File: config.mk
export PLATFORM = sky130hd
export DESIGN_NAME = led_fader_flat
export DESIGN_NICKNAME = d
export VERILOG_FILES = /design/src/rtl/led_pkg.sv /design/src/rtl/led_fader_if.sv /design/src/rtl/pwm_generator.sv /design/src/rtl/led_fader.sv /design/src/flat_wrapper.sv
export SDC_FILE = /design/constraint.sdc
export NUM_CORES = 1
export LEC_CHECK = 0
export ABC_CLOCK_PERIOD_IN_PS = 3100
export CAP_MARGIN = 25
export CORE_ASPECT_RATIO = 1.25
export CORE_MARGIN = 2
export CORE_UTILIZATION = 55
export CTS_CLUSTER_SIZE = 30
export DETAILED_ROUTE_END_ITERATION = 8
export PLACE_DENSITY = 0.75
export SLEW_MARGIN = 20
export SYNTH_ARGS = -nofsm -noshare
export SYNTH_HDL_FRONTEND = slang
export SYNTH_SLANG_ARGS = --single-unit
File: constraint.sdc
create_clock -name clk_i -period 3.1 [get_ports clk_i]
set_input_delay 0.465 -clock clk_i [delete_from_list [all_inputs] [get_ports clk_i]]
set_output_delay 0.465 -clock clk_i [all_outputs]
set_load 0.05 [all_outputs]
File: src/rtl/led_pkg.sv
// ---------------------------------------------------------------------------
// led_pkg
// Shared types for the LED fader stage that sits behind blinky.
//   led_fader_state_e : 2-bit FSM state of the fader
//   is_ramp()         : true for the two states in which brightness moves
// ---------------------------------------------------------------------------
package led_pkg;

    typedef enum logic [1:0] {
        OFF       = 2'd0,
        RAMP_UP   = 2'd1,
        ON        = 2'd2,
        RAMP_DOWN = 2'd3
    } led_fader_state_e;

    function automatic logic is_ramp(input led_fader_state_e s);
        return (s == RAMP_UP) || (s == RAMP_DOWN);
    endfunction

endpackage

File: src/rtl/led_fader_if.sv
// ---------------------------------------------------------------------------
// led_fader_if
// Bundles the LED request coming from blinky with the fader's outputs.
//   led_i   : binary LED request (high = on)
//   led_o   : PWM drive to the LED pin
//   level_o : current brightness, 0 .. 2**PwmBits-1
//   busy_o  : high while brightness is ramping
// master = the side producing led_i (blinky / testbench)
// slave  = the fader itself
// ---------------------------------------------------------------------------
interface led_fader_if #(
    parameter int PwmBits = 8
);
    logic               led_i;
    logic               led_o;
    logic [PwmBits-1:0] level_o;
    logic               busy_o;

    modport master (
        output led_i,
        input  led_o,
        input  level_o,
        input  busy_o
    );

    modport slave (
        input  led_i,
        output led_o,
        output level_o,
        output busy_o
    );
endinterface

File: src/rtl/pwm_generator.sv
// ---------------------------------------------------------------------------
// pwm_generator
// Free-running PWM counter plus compare against the requested level.
//   clk_i   : system clock
//   rst_ni  : asynchronous active-low reset
//   level_i : brightness, 0 .. 2**PwmBits-1
//   pwm_o   : registered PWM output, high level_i cycles out of every
//             2**PwmBits-1 cycles
// ---------------------------------------------------------------------------
module pwm_generator #(
    parameter int PwmBits = 8
) (
    input  logic               clk_i,
    input  logic               rst_ni,
    input  logic [PwmBits-1:0] level_i,
    output logic               pwm_o
);

    localparam logic [PwmBits-1:0] MaxLevel = {PwmBits{1'b1}};
    localparam logic [PwmBits-1:0] CntLast  = MaxLevel - 1'b1;

    logic [PwmBits-1:0] cnt_q;

    // The counter runs 0..MaxLevel-1 so the period is MaxLevel cycles:
    // level 0 never fires and level MaxLevel is high on every cycle.
    // With PwmBits=1 the counter is stuck at 0 and pwm_o follows the level.
    always_ff @(posedge clk_i or negedge rst_ni) begin
        if (!rst_ni) begin
            cnt_q <= '0;
            pwm_o <= 1'b0;
        end else begin
            pwm_o <= (cnt_q < level_i);
            if (cnt_q == CntLast) begin
                cnt_q <= '0;
            end else begin
                cnt_q <= cnt_q + 1'b1;
            end
        end
    end

endmodule

File: src/rtl/led_fader.sv
// ---------------------------------------------------------------------------
// led_fader
// Turns blinky's hard on/off LED request into a linear brightness ramp
// driven out as PWM. Same clock domain as blinky, no input synchronizer.
//   clk_i  : system clock
//   rst_ni : asynchronous active-low reset
//   bus    : led_fader_if slave (led_i in; led_o, level_o, busy_o out)
// Parameters:
//   PwmBits       : brightness / PWM width (1..16)
//   CyclesPerStep : clock cycles per one-level brightness step (>= 1)
// ---------------------------------------------------------------------------
module led_fader
    import led_pkg::*;
#(
    parameter int PwmBits       = 8,
    parameter int CyclesPerStep = 4
) (
    input  logic  clk_i,
    input  logic  rst_ni,
    led_fader_if.slave bus
);

    localparam logic [PwmBits-1:0]  MaxLevel = {PwmBits{1'b1}};
    localparam int                  StepBits = (CyclesPerStep > 1) ? $clog2(CyclesPerStep) : 1;
    localparam logic [StepBits-1:0] StepLast = StepBits'(CyclesPerStep - 1);

    led_fader_state_e    state_q;
    logic [PwmBits-1:0]  level_q;
    logic [StepBits-1:0] step_q;
    logic                busy_q;
    logic                pwm;

    logic                step_tick;
    logic [PwmBits-1:0]  level_up;
    logic [PwmBits-1:0]  level_dn;

    // A reversal can leave RAMP_UP at MaxLevel or RAMP_DOWN at 0, so the
    // next-level values saturate instead of wrapping.
    assign step_tick = (step_q == StepLast);
    assign level_up  = (level_q == MaxLevel) ? MaxLevel : level_q + 1'b1;
    assign level_dn  = (level_q == '0)       ? '0       : level_q - 1'b1;

    // FSM, step counter and level register. The step counter restarts on
    // every state change so each ramp begins with a full step period, and
    // a direction change holds the level for that edge even if a tick lands.
    always_ff @(posedge clk_i or negedge rst_ni) begin
        if (!rst_ni) begin
            state_q <= OFF;
            level_q <= '0;
            step_q  <= '0;
            busy_q  <= 1'b0;
        end else begin
            case (state_q)
                OFF: begin
                    if (bus.led_i) begin
                        state_q <= RAMP_UP;
                        busy_q  <= is_ramp(RAMP_UP);
                        step_q  <= '0;
                    end
                end
                RAMP_UP: begin
                    if (!bus.led_i) begin
                        state_q <= RAMP_DOWN;
                        busy_q  <= is_ramp(RAMP_DOWN);
                        step_q  <= '0;
                    end else if (step_tick) begin
                        step_q  <= '0;
                        level_q <= level_up;
                        if (level_up == MaxLevel) begin
                            state_q <= ON;
                            busy_q  <= is_ramp(ON);
                        end
                    end else begin
                        step_q <= step_q + 1'b1;
                    end
                end
                ON: begin
                    if (!bus.led_i) begin
                        state_q <= RAMP_DOWN;
                        busy_q  <= is_ramp(RAMP_DOWN);
                        step_q  <= '0;
                    end
                end
                RAMP_DOWN: begin
                    if (bus.led_i) begin
                        state_q <= RAMP_UP;
                        busy_q  <= is_ramp(RAMP_UP);
                        step_q  <= '0;
                    end else if (step_tick) begin
                        step_q  <= '0;
                        level_q <= level_dn;
                        if (level_dn == '0) begin
                            state_q <= OFF;
                            busy_q  <= is_ramp(OFF);
                        end
                    end else begin
                        step_q <= step_q + 1'b1;
                    end
                end
                default: begin
                    state_q <= OFF;
                    level_q <= '0;
                    step_q  <= '0;
                    busy_q  <= 1'b0;
                end
            endcase
        end
    end

    pwm_generator #(
        .PwmBits(PwmBits)
    ) u_pwm (
        .clk_i  (clk_i),
        .rst_ni (rst_ni),
        .level_i(level_q),
        .pwm_o  (pwm)
    );

    assign bus.led_o   = pwm;
    assign bus.level_o = level_q;
    assign bus.busy_o  = busy_q;

endmodule

File: src/flat_wrapper.sv
// flat-port wrapper written by rule: the top's interface ports become plain ports
module led_fader_flat import led_pkg::*;
#(
    parameter int PwmBits       = 8,
    parameter int CyclesPerStep = 4
)
  (clk_i, rst_ni, bus_led_i, bus_led_o, bus_level_o, bus_busy_o);
  led_fader_if #(.PwmBits(PwmBits)) bus_i ();
  input  logic clk_i;
  input  logic rst_ni;
  input wire logic [$bits(bus_i.led_i)-1:0] bus_led_i;
  output wire logic [$bits(bus_i.led_o)-1:0] bus_led_o;
  output wire logic [$bits(bus_i.level_o)-1:0] bus_level_o;
  output wire logic [$bits(bus_i.busy_o)-1:0] bus_busy_o;
  assign bus_i.led_i = bus_led_i;
  assign bus_led_o = bus_i.led_o;
  assign bus_level_o = bus_i.level_o;
  assign bus_busy_o = bus_i.busy_o;
  led_fader #(.PwmBits(PwmBits), .CyclesPerStep(CyclesPerStep)) u_core (.clk_i(clk_i), .rst_ni(rst_ni), .bus(bus_i));
endmodule
---- Word-level counts from Yosys, hierarchy flattened ----
Cells that the tools add are included.
operators by class
  $add $sub $neg .......................... 4
  magnitude comparators ................... 1
  equal/unequal tests ..................... 17
  mux-type cells .......................... 32
  reductions and logical operators ........ 7
operator list
  operator                                              number
  two-way mux 8 bit                                     7
  two-way mux 2 bit                                     13
  equality test 8 bit (second input constant)           3
  adder 8 x 1 -> 8 bit (second input constant)          2
  logical NOT 8 bit                                     2
  one-hot mux 2 bit (4 select lines)                    2
  one-hot mux 8 bit (2 select lines)                    1
  != test 3 x 2 -> 1 bit (second input constant)        4
  < comparator 8 bit                                    1
  two-way mux 1 bit                                     8
  != test 2 bit (second input constant)                 4
  subtractor 8 x 1 -> 8 bit (second input constant)     1
  equality test 2 bit (second input constant)           3
  AND reduction 6 bit                                   1
  AND reduction 5 bit                                   1
  != test 2 x 1 -> 1 bit (second input constant)        2
  one-hot mux 1 bit (4 select lines)                    1
  adder 2 x 1 -> 2 bit (second input constant)          1
  equality test 2 x 1 -> 1 bit (second input constant)  1
  logical NOT 2 bit                                     1
  AND reduction 2 bit                                   1
  nonzero test 2 bit                                    1
word-level totals
  flip-flop bits (word level) ............. 22
  input bits .............................. 3
  output and inout port bits .............. 10
  logic and storage cells ................. 67

---- Longest topological paths before layout ----
Gate-level depths: netlist of the first run.
  word-level depth ........................ 7
  mapped depth ............................ 9
  gate-level depth less buffers ........... 8

---- Modules after synthesis ----
From an unflattened synthesis of the first run, not the netlist that was laid out.
second synthesis, totals
  cell total of the unflattened synthesis .. 218
  area total of the unflattened synthesis .. 1,860.5 um2
by module, submodules not included
  module         instances  cells each  area each (um2)  sequential area each (um2)
  led_fader      1          152         1,262.5          325.3
  pwm_generator  1          66          598.1            225.2

---- Least setup slack after synthesis of the first run ----
OpenSTA, ideal clock, no wires.
  kind .................................... reg-to-reg
  from .................................... register u_core.level_q[0] (netlist: u_core.bus.level_o[0])
  to ...................................... register u_core.state_q[1]
  setup time .............................. 0.125 ns
  data arrival time ....................... 2.530 ns
  required time ........................... 2.975 ns
  path slack .............................. 0.445 ns
  stages on the path, launching flop included .. 10
  path buffers ............................ 1
  clock period less this slack ............ 2.655 ns
  cells stage by stage .................... dfrtp_1 clkbuf_1 inv_1 ha_1 and3b_1 o22a_1 o31ai_4 a211oi_2 o22ai_2 mux2_4
between the ends
  longest elaborated chain between the ends .. 5
  elaborated cells on any way between the ends .. 11
  those cells by class .................... add/sub: 2; eq/ne: 4; mux: 2; reduce/logical: 3
RTL lines
  element                                                          line                              text
  start, declared                                                  led_fader.sv:28                   logic [PwmBits-1:0] level_q;
  start signal, assigned                                           led_fader.sv:68                   level_q <= level_up;
  start signal, assigned                                           led_fader.sv:91                   level_q <= level_dn;
  adder 8 x 1 -> 8 bit (tied with other cells)                     led_fader.sv:40                   assign level_up = (level_q == MaxLevel) ? MaxLevel : level_q + 1'b1;
  two-way mux 8 bit (on tied branches)                             led_fader.sv:40, led_fader.sv:41
  equality test 8 bit / logical NOT 8 bit (equally long branches)  led_fader.sv:69, led_fader.sv:92
  != test 3 x 2 -> 1 bit (no source line)                          -
  AND reduction 6 bit (no source line) *                           -
  end signal, assigned                                             led_fader.sv:48                   state_q <= OFF;
  end signal, assigned                                             led_fader.sv:70                   state_q <= ON;
  end signal, assigned                                             led_fader.sv:79                   state_q <= RAMP_DOWN;
  end, declared                                                    led_fader.sv:27                   led_fader_state_e state_q;
Every way passes the cells marked *; elsewhere a longest branch is shown, timed or not.
A chain may end at the register's enable or synchronous reset.

---- Final worst setup path of the first run ----
  from .................................... register u_core.level_q[1] (netlist: u_core.bus.level_o[1])
  to ...................................... register u_core.state_q[1]
Same word-level chain as after synthesis.

==> metrics, run 1 <==
main combinational cell family by area after synthesis simple AND/OR/NAND/NOR gates; fin worst setup slack approximately 660 ps; DRT antenna net count 0; number of flops mapped to enable cells by yosys 0; relative slew slack 58.67%; critical path fanouts, max 8; commonest non-fill, non-tap cell in the layout nor2_1; die height 68.48 um; cts hold-fix bufs 0; post_cts resized 0; Synth area leaders dfrtp_1 30%, ha_1 12%, nor2_1 5.7%, nand3_1 3.0%, nand2_1 2.9%; class of the most critical setup path register to register; core area ~3200 um2; Top Ports 13; clock sinks 22; Setup crit start kind register; worst hold path class input port to async pin; Reg clk slew, reported paths 80 ps; max-slew violations 0; post-synthesis simple-gate area fraction 22.02%; Post-CTS Setup Inserts 0; Via Count 1,621; worst path required time 3260 ps; dpl ws 591.7 ps; syn_area_per_cell 8.711 um2; Max clock buf depth 2; setup_tns 0 ps; Post-Route WL 4238 um; xor-xnor portion of the synthesized cell area 3.830%; run status completed; final critical-path share of the clock period 78.62%; initial core utilization 57.27%; first-pass GRT wire length 7065 um; vias in the first global route about 1,500; Worst VDD drop slightly above 0.8 mV; CTS buffer count 3; H-tree levels 1; setup violators final 0; CP endpoint kind register; largest net degree at the start of global routing 23; ys async rst share 100.0%; share of the synthesized area in the top cell type 30.10%; Mapped Area 1829 um2; ANT cells 0; DR pass1 iterations 4; fin nets 239; worst reg2reg path endpoint u_core.state_q[1]$_DFFE_PN0P_; GR Overflow Total 0; Synth warnings 0; FF+latch count, synth 22; most area-hungry cell type in the Yosys netlist dfrtp_1; measured slew at the worst slew-check pin 619.9 ps; die area roughly 3800 um2; IO Port Bufs 12; most frequent cells in the layout 28 x nor2_1, 22 x dfrtp_1, 18 x ha_1; worst r2r path cells 8; # DRC 0; Leak 0.7999 nW; final hold violations 0; Final Wtd Congestion approximately 0.99; Post-Synthesis Cells 210; Critical Path Start u_core.bus.level_o[1]$_DFFE_PN0P_; Fmax 0.4103 GHz; CTS Root Buffer Type clkbuf_8; RSZ-0062 raised after global routing no; Area Growth Syn to Fin 10.05%; # rows 23; worst skew pair latency 270 ps; Die W 55.58 um; adder-cell share of the synthesized area 12.31%; Synth Flop Type dfrtp_1; detailed-placement wirelength estimate ~3100 um; drt wl/cell approximately 17 um; mux contribution to synthesized area under 10%; Via density 6.382; worst r2r src u_core.bus.level_o[1]$_DFFE_PN0P_; GRT Util Overall 23.92%; Period minus WS final ~2400 ps; First DRT Iteration DRCs between 100 and 150; layout cells sized above 1 9.677%; Cell Pwr Density between 600 and 700 nW/um2; Syn Nets 231; Max-cap violations 0; clk_skew 3.096 ps; sequential area share after synthesis approximately 30%; WP data arrival 2600 ps; CTS tree built; Compound-Gate Fraction of Synth Area 21.20%; R2R Setup Slk about 660 ps; Netlist cell types 57; initial antenna violation count 0
-- layer usage --
| metal | routed length [um] | track usage [%] | vias to the layer above |
|---|---|---|---|
| met4 | 97 | 11.89 | 0 |
| met2 | 2119 | 41.96 | 65 |
| met1 | 1811 | 29.24 | 773 |
| li1 | - | - | 774 |
| met3 | 210 | 3.025 | 9 |
| met5 | 0 | 0 | - |
-- synthesized netlist by cell type, types with 2 or more instances --
cell      number
mux2i_1        2
a41oi_1        2
xor2_1         3
nor2b_1        2
xnor2_1        5
inv_1         13
o22ai_1        3
buf_6          3
a21oi_1        7
nand4_1        4
nand2_1       14
clkbuf_1       5
a22o_1         2
ha_1          18
o21ai_0        8
or3_4          2
dfrtp_1       22
buf_2          2
nor2_1        28
o31ai_1        3
o41ai_1        2
nand3_1       11
o31ai_4        2
o22a_1         2
mux2_2         3
nand2b_1       2
nor3_1         8
o21ai_1        2
nand3b_1       2
-- power breakdown --
| part | switching (W) | leakage (nW) | total (W) | internal (W) |
|---|---|---|---|---|
| sequential | 0.0000850 | 0.276 | 0.000420 | 0.000335 |
| clock | 0.000101 | 0.0357 | 0.000273 | 0.000173 |
| combinational | 0.000421 | 0.488 | 0.000705 | 0.000284 |
-- state kept, by name, indices dropped and copies added (netlist names) --
signal	cells
u_core.bus.level_o	8
u_core.u_pwm.cnt_q	8
u_core.u_pwm.pwm_o	1
u_core.step_q	2
u_core.state_q	2
u_core.bus.busy_o	1
-- cell families after synthesis --
group,after synthesis
flops,22
mux,6
compound gates,49
buf+inv,26
xor+xnor,8
fa+ha+maj,18
simple gates,81
-- worst max-delay path, cell delays in order, from the launching register on --
cell and delay [ps]:
dfrtp_1 480, inv_1 160, ha_1 170, or4b_1 490
nor2_1 260, a41oi_2 60, a211oi_2 230, o22ai_2 150
mux2_4 310
-- per-stage QoR --
step	power [W]	cells	utilization (%)	hold WS (ps)	area, um2
final	0.001398	254	63.02	152.7	2013
after detailed placement	0.001123	250	60.95	495.9	1947
after floorplan	0.0009685	210	-	169.4	1829
after global placement	0.001097	250	60.95	499.5	1947
after CTS	0.001399	254	63.18	519.5	2018
after global routing	0.001490	254	63.02	201.4	2013
-- final cells by class --
class                           instances  area [um2]
Sequential cell                        22       550.5
Clock buffer                            3       41.29
Inverter                               14       52.55
Timing Repair Buffer                   15       137.6
Fill cell                             286        1181
Clock inverter                          1       30.03
Tap cell                               37       46.29
Multi-Input combinational cell        162        1155
-- how the worst max path moves through the flow --
stage / slack [ps] / to
after floorplan: 450 / u_core.state_q[1]$_DFFE_PN0P_
after global placement: 700 / u_core.state_q[1]$_DFFE_PN0P_
after detailed placement: 590 / u_core.state_q[1]$_DFFE_PN0P_
after CTS: 710 / u_core.state_q[1]$_DFFE_PN0P_
after global routing: 560 / u_core.bus.level_o[6]$_DFFE_PN0P_
final: 660 / u_core.state_q[1]$_DFFE_PN0P_
(Power assumes the default switching activity.)
==> run 2: changes to the inputs <==
Settings changed: ABC_CLOCK_PERIOD_IN_PS 3100 to 2500.
Clock period 3.1 ns to 2.5 ns, I/O delays scaled along.
==> metrics, run 2 (synthesis gave the netlist of run 1 again) <==
run status completed (unchanged); die height 68.48 um (unchanged); Fmax 0.4254 GHz (was 0.4103 GHz); fin nets 249 (was 239); Final Wtd Congestion 0.9402 (was 0.9935); most frequent cells in the layout 28 x nor2_1, 21 x dfrtp_1, 18 x ha_1 (was 28 x nor2_1, 22 x dfrtp_1, 18 x ha_1); worst reg2reg path endpoint u_core.state_q[1]$_DFFE_PN0P_ (unchanged); final critical-path share of the clock period 94.03% (was 78.62%); GR Overflow Total 0 (unchanged); Top Ports 13 (unchanged); Die W 55.58 um (unchanged); worst skew pair latency 270 ps (about the same); WP data arrival 2510 ps (was 2600 ps); Max clock buf depth 2 (unchanged); fin worst setup slack 149.2 ps (was 662.9 ps); ANT cells 0 (unchanged); relative slew slack 66.05% (was 58.67%); First DRT Iteration DRCs 111 (was 126); Via density 6.314 (was 6.382); # rows 23 (unchanged); Max-cap violations 0 (unchanged); worst hold path class input port to async pin (unchanged); Reg clk slew, reported paths 80 ps (about the same); RSZ-0062 raised after global routing no (unchanged); CP endpoint kind register (unchanged); clk_skew 3.373 ps (was 3.096 ps); initial antenna violation count 0 (unchanged); detailed-placement wirelength estimate 3285 um (was 3148 um); CTS tree built (unchanged); drt wl/cell 16.43 um (was 16.69 um); Leak 0.8495 nW (was 0.7999 nW); IO Port Bufs 12 (unchanged); GRT Util Overall 23.89% (was 23.92%); commonest non-fill, non-tap cell in the layout nor2_1 (unchanged); vias in the first global route 1,546 (was 1,478); initial core utilization 57.27% (unchanged); measured slew at the worst slew-check pin 507.7 ps (was 619.9 ps); setup violators final 0 (unchanged); DR pass1 iterations 4 (unchanged); Cell Pwr Density 853.7 nW/um2 (was 694.5 nW/um2); clock sinks 22 (unchanged); cts hold-fix bufs 0 (unchanged); hold_ws 442.7 ps (was 152.7 ps); Post-CTS Setup Inserts 0 (unchanged); setup_tns 0 ps (unchanged); H-tree levels 1 (unchanged); largest net degree at the start of global routing 23 (unchanged); worst r2r src u_core.bus.level_o[0]$_DFFE_PN0P_ (was u_core.bus.level_o[1]$_DFFE_PN0P_); class of the most critical setup path register to register (unchanged); worst r2r path cells 8 (unchanged); Area Growth Syn to Fin 14.50% (was 10.05%); CTS Root Buffer Type clkbuf_8 (unchanged); # DRC 0 (unchanged); layout cells sized above 1 13.66% (was 9.677%); CTS buffer count 3 (unchanged); Period minus WS final 2351 ps (was 2437 ps); post_cts resized 0 (unchanged); critical path fanouts, max 10 (was 8); Post-Route WL 4338 um (was 4238 um); first-pass GRT wire length 7148 um (was 7065 um); core area 3194 um2 (unchanged); max-slew violations 0 (unchanged); final hold violations 0 (unchanged); worst path required time 2660 ps (was 3260 ps); DRT antenna net count 0 (unchanged); Via Count 1,667 (was 1,621); Setup crit start kind register (unchanged); R2R Setup Slk 150 ps (was 660 ps); Worst VDD drop 0.8739 mV (was 0.8108 mV); die area 3806 um2 (unchanged); Finished Core Util 65.57% (was 63.02%); dpl ws 170.9 ps (was 591.7 ps)
## run 2: worst max-delay path: stages (launching register included)
cell      delay (ps)
dfrtp_2          490
inv_1            110
ha_1             160
or4b_1           490
nor2_1           230
a41oi_2           60
a211oi_2         230
o22ai_2          160
mux2_4           320
## run 2: layer usage
metal	part of all wire (%)	global-route usage (%)	up-vias
met1	42	29.16	793
met5	0	0	-
met3	5.6	3.592	11
met4	2.7	13.72	0
met2	50	40.63	70
li1	-	-	793
## run 2: layout make-up
cell class	count	area [um2]
Multi-Input combinational cell	162	1155
Fill cell	267	1100
Sequential cell	22	551.8
Timing Repair Buffer	25	217.7
Inverter	14	52.55
Tap cell	37	46.29
Clock buffer	3	41.29
Clock inverter	1	30.03
## run 2: worst max-delay path by stage
stage                                 startpoint                       endpoint  slack, ps  cells after the start
4_1_cts        u_core.bus.level_o[0]$_DFFE_PN0P_  u_core.state_q[1]$_DFFE_PN0P_        160                      7
3_5_place_dp   u_core.bus.level_o[0]$_DFFE_PN0P_  u_core.state_q[1]$_DFFE_PN0P_        170                      7
2_1_floorplan  u_core.bus.level_o[1]$_DFFE_PN0P_  u_core.state_q[1]$_DFFE_PN0P_          9                      8
3_3_place_gp   u_core.bus.level_o[0]$_DFFE_PN0P_  u_core.state_q[1]$_DFFE_PN0P_        230                      7
6_report       u_core.bus.level_o[0]$_DFFE_PN0P_  u_core.state_q[1]$_DFFE_PN0P_        150                      8
5_1_grt        u_core.bus.level_o[0]$_DFFE_PN0P_  u_core.state_q[1]$_DFFE_PN0P_         50                      7
## run 2: where the power goes
part	total, W	internal (W)	switching [W]
clock network	0.000340	0.000214	0.000126
registers	0.000484	0.000418	0.0000663
logic	0.000964	0.000388	0.000576
total	0.00179	0.00102	0.000768
## run 2: stage by stage
stage,total power [W],instances,area [um2]
2_1_floorplan,0.001205,210,1832
3_3_place_gp,0.001415,260,2023
3_5_place_dp,0.001440,260,2023
4_1_cts,0.001785,264,2095
5_1_grt,0.001887,264,2095
6_report,0.001788,264,2095
==> run 3: changes to the inputs <==
Settings changed: SKIP_LAST_GASP from default to 1.
==> results of run 3 <==
The final DEF is identical to that of run 2; final timing and power are the same.
